File: config.mk
export PLATFORM = sky130hd
export DESIGN_NAME = mul_div_unit_flat
export DESIGN_NICKNAME = d
export VERILOG_FILES = /design/src/rtl/mul_div_unit_if.sv /design/src/rtl/mul_div_unit.sv /design/src/flat_wrapper.sv
export SDC_FILE = /design/constraint.sdc
export NUM_CORES = 1
export LEC_CHECK = 0
export ABC_CLOCK_PERIOD_IN_PS = 4800
export CAP_MARGIN = 10
export CORE_MARGIN = 2
export CORE_UTILIZATION = 45
export CTS_CLUSTER_DIAMETER = 40
export DETAILED_ROUTE_END_ITERATION = 16
export SETUP_SLACK_MARGIN = 0.2
export SYNTH_ARGS = -nofsm -noshare
export SYNTH_HDL_FRONTEND = slang
export SYNTH_SLANG_ARGS = --single-unit
File: constraint.sdc
create_clock -name clock -period 4.8 [get_ports clock]
set_input_delay 0.72 -clock clock [delete_from_list [all_inputs] [get_ports clock]]
set_output_delay 0.72 -clock clock [all_outputs]
set_load 0.005 [all_outputs]
File: src/rtl/mul_div_unit_if.sv
// mul_div_unit_if: request/result bundle between the datapath and mul_div_unit.
// The op_unsigned signal exists only when MULDIV_UNSIGNED_EN is defined.
interface mul_div_unit_if #(
    parameter int WIDTH = 32
);
    logic             start;
    logic             op_div;
`ifdef MULDIV_UNSIGNED_EN
    logic             op_unsigned;
`endif
    logic [WIDTH-1:0] Y_in;
    logic [WIDTH-1:0] Bus_in;
    logic             busy;
    logic             done;
    logic             div_by_zero;
    logic [WIDTH-1:0] z_hi;
    logic [WIDTH-1:0] z_lo;

    modport master (
`ifdef MULDIV_UNSIGNED_EN
        output op_unsigned,
`endif
        output start, op_div, Y_in, Bus_in,
        input  busy, done, div_by_zero, z_hi, z_lo
    );

    modport slave (
`ifdef MULDIV_UNSIGNED_EN
        input  op_unsigned,
`endif
        input  start, op_div, Y_in, Bus_in,
        output busy, done, div_by_zero, z_hi, z_lo
    );
endinterface

File: src/rtl/mul_div_unit.sv
// mul_div_unit: fixed-latency signed multiply (radix-2 Booth) / restoring divide engine.
// Defining MULDIV_UNSIGNED_EN adds op_unsigned for unsigned multiply/divide.
module mul_div_unit #(
    parameter int WIDTH = 32
) (
    input logic           clock,
    input logic           clear,
    mul_div_unit_if.slave bus
);
    localparam int CW = $clog2(WIDTH + 1) + 1;
    localparam logic [CW-1:0] LAST_ITER = CW'(WIDTH);
    localparam logic [CW-1:0] CNT_ONE   = CW'(1);

    typedef enum logic [1:0] {
        IDLE = 2'd0,
        RUN  = 2'd1,
        FIX  = 2'd2,
        DONE = 2'd3
    } state_t;

    state_t           state_r;
    logic [CW-1:0]    cnt_r;
    logic [WIDTH-1:0] a_r;
    logic [WIDTH-1:0] b_r;
    logic             div_r;
    logic             uns_r;
    logic [WIDTH:0]   hi_r;
    logic [WIDTH-1:0] lo_r;
    logic             bq_r;
    logic [WIDTH:0]   m_r;
    logic             busy_r;
    logic             done_r;
    logic             dbz_r;
    logic [WIDTH-1:0] z_hi_r;
    logic [WIDTH-1:0] z_lo_r;

    logic             uns_in_s;
    logic             a_neg_s;
    logic             b_neg_s;
    logic             b_zero_s;
    logic [WIDTH:0]   sum_s;
    logic [WIDTH:0]   shifted_s;
    logic [WIDTH:0]   diff_s;
    logic [WIDTH:0]   hi_nx_s;
    logic [WIDTH-1:0] lo_nx_s;
    logic             bq_nx_s;

    function automatic logic [WIDTH-1:0] negate(input logic [WIDTH-1:0] v);
        return ~v + {{(WIDTH-1){1'b0}}, 1'b1};
    endfunction

`ifdef MULDIV_UNSIGNED_EN
    assign uns_in_s = bus.op_unsigned;
`else
    assign uns_in_s = 1'b0;
`endif

    assign a_neg_s  = ~uns_r & a_r[WIDTH-1];
    assign b_neg_s  = ~uns_r & b_r[WIDTH-1];
    assign b_zero_s = (b_r == {WIDTH{1'b0}});

    // One multiply or divide step on the shared hi/lo accumulator.
    always_comb begin
        sum_s     = hi_r;
        shifted_s = {hi_r[WIDTH-1:0], lo_r[WIDTH-1]};
        diff_s    = shifted_s - m_r;
        hi_nx_s   = hi_r;
        lo_nx_s   = lo_r;
        bq_nx_s   = bq_r;
        if (div_r) begin
            // Sign bit of the trial difference decides restore vs keep.
            if (diff_s[WIDTH]) begin
                hi_nx_s = shifted_s;
                lo_nx_s = {lo_r[WIDTH-2:0], 1'b0};
            end else begin
                hi_nx_s = diff_s;
                lo_nx_s = {lo_r[WIDTH-2:0], 1'b1};
            end
        end else begin
            if (uns_r) begin
                sum_s   = lo_r[0] ? (hi_r + m_r) : hi_r;
                hi_nx_s = {1'b0, sum_s[WIDTH:1]};
            end else begin
                case ({lo_r[0], bq_r})
                    2'b01:   sum_s = hi_r + m_r;
                    2'b10:   sum_s = hi_r - m_r;
                    default: sum_s = hi_r;
                endcase
                hi_nx_s = {sum_s[WIDTH], sum_s[WIDTH:1]};
            end
            lo_nx_s = {sum_s[0], lo_r[WIDTH-1:1]};
            bq_nx_s = lo_r[0];
        end
    end

    // Control FSM with datapath registers and registered outputs.
    always_ff @(posedge clock) begin
        if (clear) begin
            state_r <= IDLE;
            cnt_r   <= {CW{1'b0}};
            a_r     <= {WIDTH{1'b0}};
            b_r     <= {WIDTH{1'b0}};
            div_r   <= 1'b0;
            uns_r   <= 1'b0;
            hi_r    <= {(WIDTH+1){1'b0}};
            lo_r    <= {WIDTH{1'b0}};
            bq_r    <= 1'b0;
            m_r     <= {(WIDTH+1){1'b0}};
            busy_r  <= 1'b0;
            done_r  <= 1'b0;
            dbz_r   <= 1'b0;
            z_hi_r  <= {WIDTH{1'b0}};
            z_lo_r  <= {WIDTH{1'b0}};
        end else begin
            case (state_r)
                IDLE: begin
                    done_r <= 1'b0;
                    if (bus.start) begin
                        a_r     <= bus.Y_in;
                        b_r     <= bus.Bus_in;
                        div_r   <= bus.op_div;
                        uns_r   <= uns_in_s;
                        cnt_r   <= {CW{1'b0}};
                        busy_r  <= 1'b1;
                        dbz_r   <= 1'b0;
                        state_r <= RUN;
                    end else begin
                        state_r <= IDLE;
                    end
                end
                RUN: begin
                    cnt_r <= cnt_r + CNT_ONE;
                    // Count 0 prepares operands so magnitude logic stays off the bus path.
                    if (cnt_r == {CW{1'b0}}) begin
                        hi_r <= {(WIDTH+1){1'b0}};
                        bq_r <= 1'b0;
                        if (div_r) begin
                            lo_r <= a_neg_s ? negate(a_r) : a_r;
                            m_r  <= {1'b0, (b_neg_s ? negate(b_r) : b_r)};
                        end else begin
                            lo_r <= b_r;
                            m_r  <= uns_r ? {1'b0, a_r} : {a_r[WIDTH-1], a_r};
                        end
                    end else begin
                        hi_r <= hi_nx_s;
                        lo_r <= lo_nx_s;
                        bq_r <= bq_nx_s;
                        if (cnt_r == LAST_ITER) begin
                            state_r <= FIX;
                        end else begin
                            state_r <= RUN;
                        end
                    end
                end
                FIX: begin
                    if (!div_r) begin
                        z_hi_r <= hi_r[WIDTH-1:0];
                        z_lo_r <= lo_r;
                    end else if (b_zero_s) begin
                        z_hi_r <= a_r;
                        z_lo_r <= {WIDTH{1'b1}};
                        dbz_r  <= 1'b1;
                    end else begin
                        z_hi_r <= a_neg_s ? negate(hi_r[WIDTH-1:0]) : hi_r[WIDTH-1:0];
                        z_lo_r <= (a_neg_s ^ b_neg_s) ? negate(lo_r) : lo_r;
                    end
                    busy_r  <= 1'b0;
                    done_r  <= 1'b1;
                    state_r <= DONE;
                end
                DONE: begin
                    done_r  <= 1'b0;
                    state_r <= IDLE;
                end
                default: begin
                    busy_r  <= 1'b0;
                    done_r  <= 1'b0;
                    state_r <= IDLE;
                end
            endcase
        end
    end

    assign bus.busy        = busy_r;
    assign bus.done        = done_r;
    assign bus.div_by_zero = dbz_r;
    assign bus.z_hi        = z_hi_r;
    assign bus.z_lo        = z_lo_r;
endmodule

File: src/flat_wrapper.sv
// flat-port wrapper written by rule: the top's interface ports become plain ports
module mul_div_unit_flat 
#(
    parameter int WIDTH = 32
)
  (clock, clear, bus_start, bus_op_div, bus_Y_in, bus_Bus_in, bus_busy, bus_done, bus_div_by_zero, bus_z_hi, bus_z_lo);
  mul_div_unit_if #(.WIDTH(WIDTH)) bus_i ();
  input logic clock;
  input logic clear;
  input wire logic [$bits(bus_i.start)-1:0] bus_start;
  input wire logic [$bits(bus_i.op_div)-1:0] bus_op_div;
  input wire logic [$bits(bus_i.Y_in)-1:0] bus_Y_in;
  input wire logic [$bits(bus_i.Bus_in)-1:0] bus_Bus_in;
  output wire logic [$bits(bus_i.busy)-1:0] bus_busy;
  output wire logic [$bits(bus_i.done)-1:0] bus_done;
  output wire logic [$bits(bus_i.div_by_zero)-1:0] bus_div_by_zero;
  output wire logic [$bits(bus_i.z_hi)-1:0] bus_z_hi;
  output wire logic [$bits(bus_i.z_lo)-1:0] bus_z_lo;
  assign bus_i.start = bus_start;
  assign bus_i.op_div = bus_op_div;
  assign bus_i.Y_in = bus_Y_in;
  assign bus_i.Bus_in = bus_Bus_in;
  assign bus_busy = bus_i.busy;
  assign bus_done = bus_i.done;
  assign bus_div_by_zero = bus_i.div_by_zero;
  assign bus_z_hi = bus_i.z_hi;
  assign bus_z_lo = bus_i.z_lo;
  mul_div_unit #(.WIDTH(WIDTH)) u_core (.clock(clock), .clear(clear), .bus(bus_i));
endmodule
== Yosys cells after proc, flatten, opt, wreduce, memory -nomap -nowiden ==
Cells that the tools add are included.

* Flip-flop bits (word level): 240
* Output and inout port bits: 67

* Bitwise logic cells: 5
* Add/sub/neg operators: 8
* Mux-type cells: 32
* Equality and inequality tests: 11
* Reduce and logical (&&, ||, !) cells: 13

{| class="wikitable"
|+ Operators by type and width
! kind !! number
|-
| 32-bit two-way mux || 11
|-
| 33-bit two-way mux || 4
|-
| 32-bit by 1-bit adder with 32-bit output, second input constant || 4
|-
| 32-bit inverter || 4
|-
| 33-bit case mux with 2 select lines || 1
|-
| 33-bit subtractor || 2
|-
| 33-bit adder || 1
|-
| 32-bit logical NOT || 1
|-
| 7-bit case mux with 2 select lines || 1
|-
| 2-bit AND reduction || 5
|-
| 1-bit two-way mux || 8
|-
| 2-bit case mux with 4 select lines || 1
|-
| 7-bit by 1-bit adder with 7-bit output, second input constant || 1
|-
| 7-bit by 6-bit equality test with 1-bit output, second input constant || 1
|-
| 7-bit logical NOT || 1
|-
| 7-bit two-way mux || 1
|-
| 2-bit equality test, second input constant || 3
|-
| 2-bit inequality test, second input constant || 3
|-
| 1-bit case mux with 2 select lines || 3
|-
| 2-bit nonzero test || 3
|-
| 2-bit by 1-bit equality test with 1-bit output, second input constant || 2
|-
| 2-bit two-way mux || 2
|-
| 2-bit by 1-bit inequality test with 1-bit output, second input constant || 2
|-
| 4-bit AND reduction || 1
|-
| other kinds (3) || 3
|}

== Logic depth before layout (Yosys ltp) ==
Gate-level depths: netlist of run 1.

* Depth in word-level cells: 5
* Depth in mapped cells: 17
* Depth with buffers taken out: 16

== Worst setup path before layout of run 1 ==
OpenSTA, ideal clock, no wires.

* Kind: register -> register
* Start: register u_core.lo_r[0]
* End: register u_core.hi_r[26]
* Path buffers: 2
* Required time: 4726 ps
* Setup time: 74 ps
* Stages on the path, launching flop included: 16
* Clock period less this slack: 4062 ps
* Setup slack: 738 ps
* Data arrival time: 3988 ps
* Cell sequence: dfxtp_1 ha_1 clkbuf_1 buf_1 a21oi_1 xnor2_1 ha_1 a21oi_1 a21oi_1 a211o_1 a2111oi_0 o31ai_1 and2_1 o31a_1 o311a_1 a31oi_1

* Longest elaborated chain between the ends: 4
* Elaborated cells between the ends (all ways): 5

{| class="wikitable"
|+ RTL lines
! element !! RTL line !! source
|-
| start: declaration || mul_div_unit.sv:28 || <nowiki>logic [WIDTH-1:0] lo_r;</nowiki>
|-
| start signal: assignment || mul_div_unit.sv:106 || <nowiki>lo_r <= {WIDTH{1'b0}};</nowiki>
|-
| start signal: assignment || mul_div_unit.sv:138 || <nowiki>lo_r <= a_neg_s ? negate(a_r) : a_r;</nowiki>
|-
| start signal: assignment || mul_div_unit.sv:141 || <nowiki>lo_r <= b_r;</nowiki>
|-
| 2-bit equality test / 2-bit by 1-bit equality test with 1-bit output (equally long branches) || mul_div_unit.sv:84 || <nowiki>case ({lo_r[0], bq_r})</nowiki>
|-
| 33-bit case mux with 2 select lines * || mul_div_unit.sv:84 ||
|-
| 33-bit two-way mux * || mul_div_unit.sv:70 || <nowiki>if (div_r) begin</nowiki>
|-
| 33-bit two-way mux * || mul_div_unit.sv:134 || <nowiki>if (cnt_r == {CW{1'b0}}) begin</nowiki>
|-
| end signal: assignment || mul_div_unit.sv:105 || <nowiki>hi_r <= {(WIDTH+1){1'b0}};</nowiki>
|-
| end signal: assignment || mul_div_unit.sv:135 || <nowiki>hi_r <= {(WIDTH+1){1'b0}};</nowiki>
|-
| end signal: assignment || mul_div_unit.sv:145 || <nowiki>hi_r <= hi_nx_s;</nowiki>
|-
| end: declaration || mul_div_unit.sv:27 || <nowiki>logic [WIDTH:0] hi_r;</nowiki>
|}

Mark *: on every way between the ends. The rest lies on a longest branch, timed or not.
A chain may end at the register's enable or synchronous reset.

== Final worst setup path of run 1 ==
* Start: register u_core.m_r[6]
* End: register u_core.hi_r[22]

* Longest elaborated chain between the ends: 4
* Elaborated cells between the ends (all ways): 7

{| class="wikitable"
|+ RTL lines
! element !! RTL line !! source
|-
| start: declaration || mul_div_unit.sv:30 || <nowiki>logic [WIDTH:0] m_r;</nowiki>
|-
| start signal: assignment || mul_div_unit.sv:108 || <nowiki>m_r <= {(WIDTH+1){1'b0}};</nowiki>
|-
| start signal: assignment || mul_div_unit.sv:139 || <nowiki>m_r <= {1'b0, (b_neg_s ? negate(b_r) : b_r)};</nowiki>
|-
| start signal: assignment || mul_div_unit.sv:142 || <nowiki>m_r <= uns_r ? {1'b0, a_r} : {a_r[WIDTH-1], a_r};</nowiki>
|-
| 33-bit subtractor, or another cell as far along || mul_div_unit.sv:86 || <nowiki>2'b10: sum_s = hi_r - m_r;</nowiki>
|-
| 33-bit case mux with 2 select lines / 33-bit two-way mux (equally long branches) || mul_div_unit.sv:84, mul_div_unit.sv:72 ||
|-
| 33-bit two-way mux * || mul_div_unit.sv:70 ||
|-
| 33-bit two-way mux * || mul_div_unit.sv:134 ||
|}

Marked as above.

==> impl_summary.txt, run 1 <==
----------------------------------------------------
[Placement]
  HPWL Detailed ... 48.6 mm
  Final RePlAce weighted congestion ... 0.961
  Port-buffer cells ... 134
  Setup slack after placement ... 0.143 ns

[Pwr]
  Largest voltage drop on the vdd net ... 0.296 mV
  Static leakage ... 7.81 nW
  Power density over the cells ... 374 nW/µm²

[Synthesis]
  Synthesized net count ... 2519
  Fraction of synthesized cell area taken by the top area cell type ... 0.272
  Gate count of the mapped netlist ... 2373
  Dominant synthesized flop cell ... dfxtp_1
  Total of flip-flops plus latches after synthesis ... 240
  Yosys top cell by area ... dfxtp_1
  Post-synth EDFFs ... 0
  Largest cells by area after synthesis ... dfxtp_1, a21oi_1, nand2_1
  Fraction of registers with async set/reset ... 0
  Warnings, synthesis ... 0
  Sequential area share after synthesis ... 0.272
  Post-Synthesis Cell Area ... 17700 µm²
  Syn Area/Cell ... 7.45 µm²
  Post-synth cell types ... 76

[STA]
  Worst setup slack after layout ... 0.407 ns
  Aggregate negative setup slack ... 0 ns
  RSZ-0062 raised after global routing ... no
  Max frequency ... 228 MHz
  Slew Viols, Final ... 0
  Final period utilization ... 0.915
  Worst slew margin relative to its limit ... 0.313
  Final hold violation count ... 0
  Post-route minimum period ... 4.39 ns
  Slew of the pin with the lowest slew margin ... 1.03 ns
  Worst clock skew on the final layout ... 0.0172 ns
  WHS ... 0.476 ns
  Final-report setup violation count ... 0

[Clocking]
  Post-CTS Hold Buffers ... 0
  Number of buffers inserted during clock tree synthesis ... 46
  H-tree lvl count ... 2
  Root Buffer Master ... clkbuf_16
  Clock tree from TritonCTS ... built
  Clock-pin slew on the worst setup and hold paths ... 0.05 ns
  Bufs on Longest Clock Path ... 3
  # clock sinks ... 240
  Clock latency on the worst-skew pair ... 0.57 ns

[Worst hold path]
  Hold path start ... u_core.bus.z_hi[31]$_SDFFE_PP0P_
  Number of cells on the worst hold path ... 2
  Tightest Hold Check Type ... flip-flop to flip-flop

[Floorplanning]
  Width of the chip ... 202 µm
  Die span in y ... 202 µm
  Total die area ... 40900 µm²
  Cell row count ... 72
  Number of placed I/O pins ... 135
  Area of the core ... 38700 µm²
  Starting Density ... 0.456

[Drt]
  Met3 routed WL ... 5.98 mm
  Detail Route Antenna Nets ... 0
  Routed WL per cell ... 21.8 µm
  Routed metal-1 wire length ... 28.5 mm
  Routed wire length ... 65.2 mm
  Drt pass-1 iters ... 6
  Average via count per standard cell ... 6.12
  Total via count after detailed routing ... 18281
  Highest metal used ... met5
  Count of routing violations after the opening detailed-route iteration ... 1621
  Met2 wire length ... 28.1 mm
  Drt drc ... 0

[Global routing]
  Global-route wire length before repair ... 98.5 mm
  Number of antenna violations at the first check in global routing ... 3
  Vias in the first global route ... 16572
  Pin count of the biggest net entering global routing ... 134
  Overall overflow remaining after global route ... 0
  All-Layer GR Usage ... 0.309

[Setup path]
  Launch point of the critical path ... u_core.m_r[6]$_SDFFE_PP0P_
  CP bufs+invs ... 2
  Number of stages on the worst setup path ... 18
  Number of cell instances on the worst register-to-register path ... 18
  Setup CP Type ... flip-flop to flip-flop
  Startpoint kind of the worst setup timing path ... flip-flop
  Origin of the critical flop-to-flop path ... u_core.m_r[6]$_SDFFE_PP0P_
  CP Capture Type ... flip-flop
  Required time at the endpoint of the critical path ... 5.25 ns
  Slowest Stage Delay on Critical Path ... 0.54 ns
  Master of the slowest instance on the critical path ... or4_1
  Kind of cell with the highest combined delay on the critical path ... simple AND/OR/NAND/NOR gates
  Critical path peak fanout ... 4
  Critical path, cell by cell ... nor4_2 > buf_4 > and4_1 > and3_4 > and3_1 > nor2_1 > xnor2_1 > ha_1 > nand3_1 > or4_1 > a211oi_2 > a2111oi_0 > buf_4 > o31ai_4 > xnor2_1 > o21ai_0 > o21a_1 > a32o_1
  Reg-to-reg slack, setup ... 0.41 ns
  Data arrival time of the critical path ... 4.84 ns

[Finish]
  Nets ... 2579
  Proportion of layout cells with a drive suffix above 1 ... 0.0819
  Commonest non-fill, non-tap cell in the layout ... nand2_1
  Area growth from synthesis to layout ... 18.7%
  Number of fill cells in the layout ... 3724
  Top library cells by usage in the layout, fill and taps aside ... nand2_1, a21oi_1, nor2_1, dfxtp_1, clkdlybuf4s50_1

[Status]
  Result of the run ... finished, final reports clean

[Job]
  Max_cap viols ... 0

----------------------------------------------------
-- per-stage QoR --
step | std cells | power [mW] | instance area, µm² | utilization
3_3_place_gp | 2902 | 4.71 | 19400 | 0.502
5_1_grt | 2985 | 8.22 | 21000 | 0.541
4_1_cts | 2984 | 7.83 | 20900 | 0.540
2_1_floorplan | 2373 | 4.03 | 17700 | -
6_report | 2986 | 7.85 | 21000 | 0.541
3_5_place_dp | 2902 | 4.72 | 19400 | 0.502
-- cell families after synthesis --
group,Yosys count,share of synthesized area
AND/OR/NAND/NOR,803,0.206
adder cells (fa/ha/maj),78,0.0561
XOR/XNOR,172,0.0852
AO/OA/AOI/OAI,756,0.276
buffers and inverters,263,0.0582
flip-flops,240,0.272
multiplexers,61,0.0469
-- path summary, 6_finish.rpt --
kind,end
worst max-delay path,u_core.hi_r[22]$_SDFFE_PP0P_
worst min-delay path,u_core.bus.z_hi[31]$_SDFFE_PP0P_
worst max register to register,u_core.hi_r[22]$_SDFFE_PP0P_
worst min register to register,u_core.bus.z_hi[31]$_SDFFE_PP0P_
-- power breakdown --
group          switching [mW]  internal (mW)  total [mW]
clock network            1.12           1.97        3.09
registers               0.179           2.07        2.25
logic                    1.49           1.01        2.51
total                    2.79           5.06        7.85
-- tightest hold or removal path: cells and delay by family, from the launching register on --
kind	cells	cell delay, ns
flops	1	0.30
simple gates	2	0.12
-- cells in the mapped netlist, types with 32 or more instances --
library cell / n
xnor2_1: 95
mux2i_1: 39
nand2_1: 297
a21oi_1: 248
nor2_1: 247
dfxtp_1: 240
o21ai_0: 121
a211oi_1: 71
nand3_1: 35
o31ai_1: 51
clkbuf_1: 145
inv_1: 83
ha_1: 76
nor4_1: 32
nor3_1: 56
xor2_1: 77
-- registers in the layout, summed over array words and instances (netlist names), named ones only --
signal and cells:
u_core.bus.done 1, u_core.a_r 32, u_core.bq_r 1, u_core.bus.div_by_zero 1, u_core.bus.z_lo 32, u_core.bus.z_hi 32, u_core.m_r 33, u_core.hi_r 33
u_core.div_r 1, u_core.state_r 1, u_core.lo_r 32, u_core.bus.busy 1, u_core.b_r 32, u_core.cnt_r 7
-- final cells by class --
| type | count | area (µm²) | area share |
|---|---|---|---|
| Timing Repair Buffer | 190 | 1790 | 0.0852 |
| Clock buffer | 58 | 1300 | 0.0619 |
| Inverter | 85 | 319 | 0.0152 |
| Multi-Input combinational cell | 1870 | 11900 | 0.568 |
| Sequential cell | 240 | 4810 | 0.229 |
| Clock inverter | 24 | 196 | 0.00937 |
| Tap cell | 518 | 648 | 0.0309 |
| Antenna cell | 1 | 2.50 | 0.000119 |
-- routing by layer --
| metal | track usage | up-vias |
|---|---|---|
| met3 | 0.0747 | 149 |
| met2 | 0.466 | 797 |
| met1 | 0.420 | 8615 |
| met5 | 0 | - |
| met4 | 0.136 | 4 |
| li1 | - | 8716 |
-- repair_timing --
item	4_1_cts	5_1_grt
endpoints found under the setup margin	3	5
setup buffers	0	1
resized for setup	1	5
pin swaps	0	1
Note: power is estimated with default switching activity, not from simulation.
==> inputs of run 2 (changes only) <==
--- a/config.mk
+++ b/config.mk
@@ -11,7 +11,10 @@
 export CORE_UTILIZATION = 45
 export CTS_CLUSTER_DIAMETER = 40
 export DETAILED_ROUTE_END_ITERATION = 16
+export GPL_ROUTABILITY_DRIVEN = 0
+export MAX_ROUTING_LAYER = met4
 export SETUP_SLACK_MARGIN = 0.2
+export SLEW_MARGIN = 40
 export SYNTH_ARGS = -nofsm -noshare
 export SYNTH_HDL_FRONTEND = slang
 export SYNTH_SLANG_ARGS = --single-unit
==> impl_summary.txt, run 2 (synthesis gave the netlist of run 1 again) <==
----------------------------------------------------
[Drt]
  Count of routing violations after the opening detailed-route iteration ... 1930 (+19%)
  Routed WL per cell ... 21.5 µm (-1.8%)
  Total via count after detailed routing ... 18426 (+0.79%)
  Routed wire length ... 64.1 mm (-1.7%)
  Detail Route Antenna Nets ... 0 (unchanged)
  Drt drc ... 0 (unchanged)
  Drt pass-1 iters ... 6 (unchanged)
  Average via count per standard cell ... 6.17 (+0.73%)

[Worst hold path]
  Tightest Hold Check Type ... flip-flop to flip-flop
  Number of cells on the worst hold path ... 2 (unchanged)

[Finish]
  Final Non-Filler Cells ... 2988 (+0.067%)
  Area growth from synthesis to layout ... 19.1%
  Registers with the most flip-flops ... u_core.hi_r x33, u_core.m_r x33
  Number of fill cells in the layout ... 3709 (-0.40%)
  Top library cells by usage in the layout, fill and taps aside ... nand2_1, a21oi_1, nor2_1, dfxtp_1, clkdlybuf4s50_1
  Proportion of layout cells with a drive suffix above 1 ... 0.0824 (+0.000472)
  Final design utilization ... 0.543 (+0.00168)
  Commonest non-fill, non-tap cell in the layout ... nand2_1
  Nets ... 2577 (-0.078%)

[Global routing]
  Pin count of the biggest net entering global routing ... 116 (-13%)
  All-Layer GR Usage ... 0.313 (+0.00393)
  Number of antenna violations at the first check in global routing ... 6 (+3)
  Overall overflow remaining after global route ... 0 (unchanged)
  Global-route wire length before repair ... 97.7 mm (-0.74%)
  Vias in the first global route ... 16727 (+0.94%)

[STA]
  Final period utilization ... 0.912 (-0.00350)
  Worst slew margin relative to its limit ... 0.434 (+0.121)
  Slew of the pin with the lowest slew margin ... 0.844 ns (-0.183 ns)
  WHS ... 0.479 ns (+0.00358 ns)
  Post-route minimum period ... 4.38 ns (-0.0168 ns)
  Aggregate negative setup slack ... 0 ns (unchanged)
  Slew Viols, Final ... 0 (unchanged)
  Worst clock skew on the final layout ... 0.0133 ns (-0.00387 ns)
  RSZ-0062 raised after global routing ... no
  Final-report setup violation count ... 0 (unchanged)
  Final hold violation count ... 0 (unchanged)
  Max frequency ... 229 MHz (+0.38%)

[Pwr]
  Part of the total power dissipated in combinational logic ... 0.312 (-0.007)
  Total power ... 7.92 mW (+0.87%)
  Fraction of power consumed by sequential logic ... 0.284 (-0.003)
  Internal power ... 5.09 mW (+0.67%)
  Largest voltage drop on the vdd net ... 0.244 mV (-18%)
  Net switching power ... 2.83 mW (+1.2%)
  Switching share of total power ... 0.357 (+0.00129)
  Static leakage ... 7.83 nW (+0.15%)
  Power density over the cells ... 376 nW/µm² (+0.56%)
  Proportion of power drawn by the clock network ... 0.403 (+0.009)

[Floorplanning]
  Cell row count ... 72 (unchanged)
  Starting Density ... 0.456 (unchanged)
  Area of the core ... 38700 µm² (unchanged)
  Total die area ... 40900 µm² (unchanged)
  Width of the chip ... 202 µm (unchanged)
  Number of placed I/O pins ... 135 (unchanged)
  Die span in y ... 202 µm (unchanged)

[Setup path]
  Required time at the endpoint of the critical path ... 5.25 ns (about the same)
  Critical path, cell by cell ... nor4_1 > buf_4 > and4_1 > and3_4 > and3_1 > nor2_1 > xnor2_1 > ha_2 > nand3_1 > or4_1 > a211oi_2 > a2111oi_0 > buf_4 > o31ai_4 > xnor2_1 > o21ai_0 > o21a_1 > a32o_1
  Data arrival time of the critical path ... 4.83 ns (about the same)
  Critical path peak fanout ... 5 (+1)
  Master of the slowest instance on the critical path ... or4_1
  Number of cell instances on the worst register-to-register path ... 18 (unchanged)
  CP Capture Type ... flip-flop
  Slowest Stage Delay on Critical Path ... 0.53 ns (about the same)
  Setup CP Type ... flip-flop to flip-flop
  Startpoint kind of the worst setup timing path ... flip-flop

[Placement]
  Port-buffer cells ... 134 (unchanged)
  HPWL Detailed ... 47.6 mm (-2.2%)
  Total placed cells including tap cells ... 2902 (unchanged)

[Clocking]
  H-tree lvl count ... 2 (unchanged)
  Post-CTS Hold Buffers ... 0 (unchanged)
  Bufs on Longest Clock Path ... 3 (unchanged)
  Post-CTS Setup Inserts ... 0 (unchanged)
  Clock latency on the worst-skew pair ... 0.57 ns (about the same)
  Number of buffers inserted during clock tree synthesis ... 44 (-4.3%)
  Clock tree from TritonCTS ... built
  Clock-pin slew on the worst setup and hold paths ... 0.06 ns (about the same)
  Root Buffer Master ... clkbuf_16
  # clock sinks ... 240 (unchanged)

[Job]
  Max_cap viols ... 0 (unchanged)

[Status]
  Result of the run ... finished, final reports clean

----------------------------------------------------
run 2: cell type report:
class                   instances  area, µm²  share of cell area
multi-input cells            1870      11900               0.567
clock inverters                30        349              0.0166
diodes                          5       12.5            0.000595
well taps                     518        648              0.0308
flip-flops and latches        240       4810               0.229
clock buffers                  50       1180              0.0559
inverters                      85        319              0.0152
repair buffers                190       1800              0.0857
run 2: repair_timing:
action / 4_1_cts / 5_1_grt
gates resized for setup: 1 / 6
setup endpoints to repair: 3 / 4
pin swaps: 0 / 1
endpoints found under the hold margin: 0 / 0
run 2: metal layers:
metal  share of wire  global-route usage
met1            0.45               0.421
met5               0                   -
met2            0.43               0.461
met4           0.035               0.117
met3           0.088              0.0671
run 2: power by group through the flow:
stage	sequential, mW	combinational (mW)	clock, mW
after floorplan	2.19	1.84	0
after detailed placement	2.28	2.41	0
final	2.25	2.47	3.20
after CTS	2.24	2.42	3.23
after global routing	2.26	2.70	3.33
after global placement	2.28	2.38	0
run 2: through the flow:
stage | worst slack [ns] | instance area (µm²)
5_1_grt | 0.206 | 21000
2_1_floorplan | 0.738 | 17700
4_1_cts | 0.298 | 21000
6_report | 0.424 | 21000
3_5_place_dp | 0.209 | 19400
3_3_place_gp | 0.275 | 19400
run 2: worst paths after layout:
check	startpoint	endpoint	slack, ns
min reg2reg	u_core.bus.z_lo[25]$_SDFFE_PP0P_	u_core.bus.z_lo[25]$_SDFFE_PP0P_	0.48
max	u_core.m_r[6]$_SDFFE_PP0P_	u_core.hi_r[22]$_SDFFE_PP0P_	0.42
max reg2reg	u_core.m_r[6]$_SDFFE_PP0P_	u_core.hi_r[22]$_SDFFE_PP0P_	0.42
min	u_core.bus.z_lo[25]$_SDFFE_PP0P_	u_core.bus.z_lo[25]$_SDFFE_PP0P_	0.48
run 2: worst max-delay path: cells and delay by family, from the launching register on:
kind / cells / cell delay, ns
AO/OA/AOI/OAI: 6 / 1.16
adder cells (fa/ha/maj): 1 / 0.39
flip-flops: 1 / 0.34
AND/OR/NAND/NOR: 7 / 1.72
buffers and inverters: 2 / 0.37
XOR/XNOR: 2 / 0.28
==> inputs of run 3 (changes only) <==
--- a/config.mk
+++ b/config.mk
@@ -7,11 +7,11 @@
 export LEC_CHECK = 0
 export ABC_CLOCK_PERIOD_IN_PS = 4800
 export CAP_MARGIN = 10
-export CORE_MARGIN = 2
-export CORE_UTILIZATION = 45
+export CORE_UTILIZATION = 25
 export CTS_CLUSTER_DIAMETER = 40
 export DETAILED_ROUTE_END_ITERATION = 16
 export GPL_ROUTABILITY_DRIVEN = 0
+export GPL_TIMING_DRIVEN = 1
 export MAX_ROUTING_LAYER = met4
 export SETUP_SLACK_MARGIN = 0.2
 export SLEW_MARGIN = 40
==> impl_summary.txt, run 3 (synthesis gave the netlist of run 1 again) <==
----------------------------------------------------
[Pwr]
  Largest voltage drop on the vdd net ... 0.243 mV (-0.25%)
  Switching share of total power ... 0.363 (+0.00541)
  Net switching power ... 2.99 mW (+5.6%)
  Fraction of power consumed by sequential logic ... 0.273 (-0.011)
  Power density over the cells ... 379 nW/µm² (+0.70%)
  Part of the total power dissipated in combinational logic ... 0.313 (about the same)
  Static leakage ... 7.93 nW (+1.3%)
  Proportion of power drawn by the clock network ... 0.414 (+0.011)
  Internal power ... 5.25 mW (+3.1%)

[Drt]
  Routed wire length ... 68.0 mm (+6.0%)
  Average via count per standard cell ... 5.36 (-13%)
  Count of routing violations after the opening detailed-route iteration ... 2244 (+16%)
  Drt drc ... 0 (unchanged)
  Drt pass-1 iters ... 6 (unchanged)
  Total via count after detailed routing ... 18347 (-0.43%)
  Routed WL per cell ... 19.8 µm (-7.5%)
  Detail Route Antenna Nets ... 0 (unchanged)

[Setup path]
  Dominant cell type by count on the critical path ... buf_4
  Crit path capture ... u_core.hi_r[22]$_SDFFE_PP0P_
  Reg-to-reg slack, setup ... 0.48 ns (+0.05 ns)
  Setup CP Type ... flip-flop to flip-flop
  Required time at the endpoint of the critical path ... 5.26 ns (about the same)
  Master of the slowest instance on the critical path ... or4_1
  Startpoint kind of the worst setup timing path ... flip-flop
  Critical path, cell by cell ... nor4_1 > buf_4 > and4_1 > and3_1 > and3_1 > nor2_1 > xnor2_1 > ha_1 > nand3_1 > or4_1 > a211oi_2 > a2111oi_0 > buf_4 > o31ai_2 > buf_4 > xnor2_1 > o21ai_0 > o21a_1 > a32o_1
  Launch point of the critical path ... u_core.m_r[6]$_SDFFE_PP0P_
  CP Capture Type ... flip-flop
  Origin of the critical flop-to-flop path ... u_core.m_r[6]$_SDFFE_PP0P_
  Number of cell instances on the worst register-to-register path ... 19 (+1)
  Slowest Stage Delay on Critical Path ... 0.53 ns (about the same)
  Data arrival time of the critical path ... 4.78 ns (-0.05 ns)
  Critical path peak fanout ... 4 (-1)
  Crit Reg-Reg Endpoint ... u_core.hi_r[22]$_SDFFE_PP0P_

[STA]
  Post-route minimum period ... 4.32 ns (-0.0529 ns)
  Worst clock skew on the final layout ... 0.0226 ns (+0.00929 ns)
  Final hold violation count ... 0 (unchanged)
  Final period utilization ... 0.901 (-0.0110)
  WHS ... 0.478 ns (-0.000967 ns)
  Worst slew margin relative to its limit ... 0.451 (+0.0168)
  Max frequency ... 231 MHz (+1.2%)
  Slew Viols, Final ... 0 (unchanged)
  RSZ-0062 raised after global routing ... no
  Worst setup slack after layout ... 0.477 ns (+0.0529 ns)
  Slew of the pin with the lowest slew margin ... 0.824 ns (-0.0201 ns)
  Final-report setup violation count ... 0 (unchanged)
  Aggregate negative setup slack ... 0 ns (unchanged)

[Placement]
  Port-buffer cells ... 134 (unchanged)
  Placed instance area ... 20100 µm² (+3.2%)
  HPWL Detailed ... 51.4 mm (+8.0%)
  Setup slack after placement ... 0.374 ns (+0.165 ns)

[Job]
  Max_cap viols ... 0 (unchanged)

[Finish]
  Commonest non-fill, non-tap cell in the layout ... nand2_1
  Nets ... 2589 (+0.47%)
  Footprint of the multi-input gates ... 11900 µm² (-0.17%)
  Number of fill cells in the layout ... 7522 (+100%)
  Cell area after layout ... 21700 µm² (+3.3%)
  Proportion of layout cells with a drive suffix above 1 ... 0.0859 (+0.00353)
  Registers with the most flip-flops ... u_core.hi_r x33, u_core.m_r x33
  Sequential cell area ... 4810 µm² (unchanged)
  Area growth from synthesis to layout ... 22.9%
  Top library cells by usage in the layout, fill and taps aside ... nand2_1, a21oi_1, nor2_1, dfxtp_1, clkdlybuf4s50_1

[Worst hold path]
  Number of cells on the worst hold path ... 2 (unchanged)
  Tightest Hold Check Type ... flip-flop to flip-flop

[Clocking]
  # clock sinks ... 240 (unchanged)
  Clock latency on the worst-skew pair ... 0.59 ns (+0.02 ns)
  Post-CTS Setup Inserts ... 0 (unchanged)
  Number of buffers inserted during clock tree synthesis ... 46 (+4.5%)
  Clock tree from TritonCTS ... built
  H-tree lvl count ... 2 (unchanged)
  Root Buffer Master ... clkbuf_16
  Clock-pin slew on the worst setup and hold paths ... 0.05 ns (about the same)
  Bufs on Longest Clock Path ... 3 (unchanged)

[Floorplanning]
  Total die area ... 71800 µm² (+76%)
  Die span in y ... 268 µm (+32%)
  Cell row count ... 97 (+35%)
  Area of the core ... 70000 µm² (+81%)
  Starting Density ... 0.252 (-0.204)
  Number of placed I/O pins ... 135 (unchanged)
  Width of the chip ... 268 µm (+32%)

[Global routing]
  All-Layer GR Usage ... 0.189 (-0.124)
  Global-route wire length before repair ... 102 mm (+3.9%)
  Overall overflow remaining after global route ... 0 (unchanged)
  Number of antenna violations at the first check in global routing ... 2 (-4)
  Vias in the first global route ... 16452 (-1.6%)
  Pin count of the biggest net entering global routing ... 118 (+1.7%)

[Status]
  Result of the run ... finished, final reports clean

----------------------------------------------------
==> run 3: changes by cell type in the layout (fill, tap and decap cells not counted), sizes merged <==
cell	change
buf	+10
bufinv	+2
clkbuf	+3
clkinv	+1
diode	-1
inv	-1
==> run 3: critical path, delay by kind of cell (launching register included) <==
family                     cells  cell delay, ns
AOI/OAI and AO/OA              6            1.09
and+or+nand+nor                7            1.68
xor gates and xnor gates       2            0.25
DFF                            1            0.34
buffers and inverters          3            0.53
adders and majority gates      1            0.30
==> run 3: through the flow <==
stage               cells  total power [mW]   util
floorplan            2373              4.03      -
global placement     3333              4.77  0.286
detailed placement   3334              4.78  0.286
CTS                  3419              8.20  0.310
global route         3423              8.57  0.310
finish               3424              8.24  0.310
==> run 3: what timing repair did <==
item / CTS / global route
gates resized for setup: 0 / 3
hold buffers: 0 / 0
setup endpoints to repair: 0 / 4
hold endpoints to repair: 0 / 0
==> run 3: cell type report <==
class,count,share of cell area
Tap cell,940,0.0541
Clock inverter,32,0.0192
Multi-Input combinational cell,1870,0.548
Antenna cell,4,0.000461
Clock buffer,53,0.0556
Inverter,85,0.0147
Timing Repair Buffer,200,0.0867
Sequential cell,240,0.221
==> run 3: how the worst min path moves through the flow <==
stage	start	to	slack [ns]
CTS	u_core.bus.z_lo[25]$_SDFFE_PP0P_	u_core.bus.z_lo[25]$_SDFFE_PP0P_	0.48
detailed placement	u_core.bus.z_lo[25]$_SDFFE_PP0P_	u_core.bus.z_lo[25]$_SDFFE_PP0P_	0.47
finish	u_core.bus.z_lo[24]$_SDFFE_PP0P_	u_core.bus.z_lo[24]$_SDFFE_PP0P_	0.48
floorplan	u_core.m_r[2]$_SDFFE_PP0P_	u_core.m_r[2]$_SDFFE_PP0P_	0.46
global placement	u_core.bus.z_hi[21]$_SDFFE_PP0P_	u_core.bus.z_hi[21]$_SDFFE_PP0P_	0.47
global route	u_core.bus.z_lo[14]$_SDFFE_PP0P_	u_core.bus.z_lo[14]$_SDFFE_PP0P_	0.50
==> run 3: power groups by stage <==
stage          Clock (mW)  Combinational [mW]  Sequential, mW
6_report             3.41                2.58            2.25
5_1_grt              3.54                2.78            2.25
4_1_cts              3.45                2.51            2.24
3_5_place_dp            0                2.50            2.28
3_3_place_gp            0                2.49            2.28
2_1_floorplan           0                1.84            2.19
==> run 3: per-layer routing <==
metal,global-route usage,share of wire
met1,0.268,0.45
met2,0.265,0.42
met3,0.0411,0.11
met4,0.0524,0.022
met5,-,0
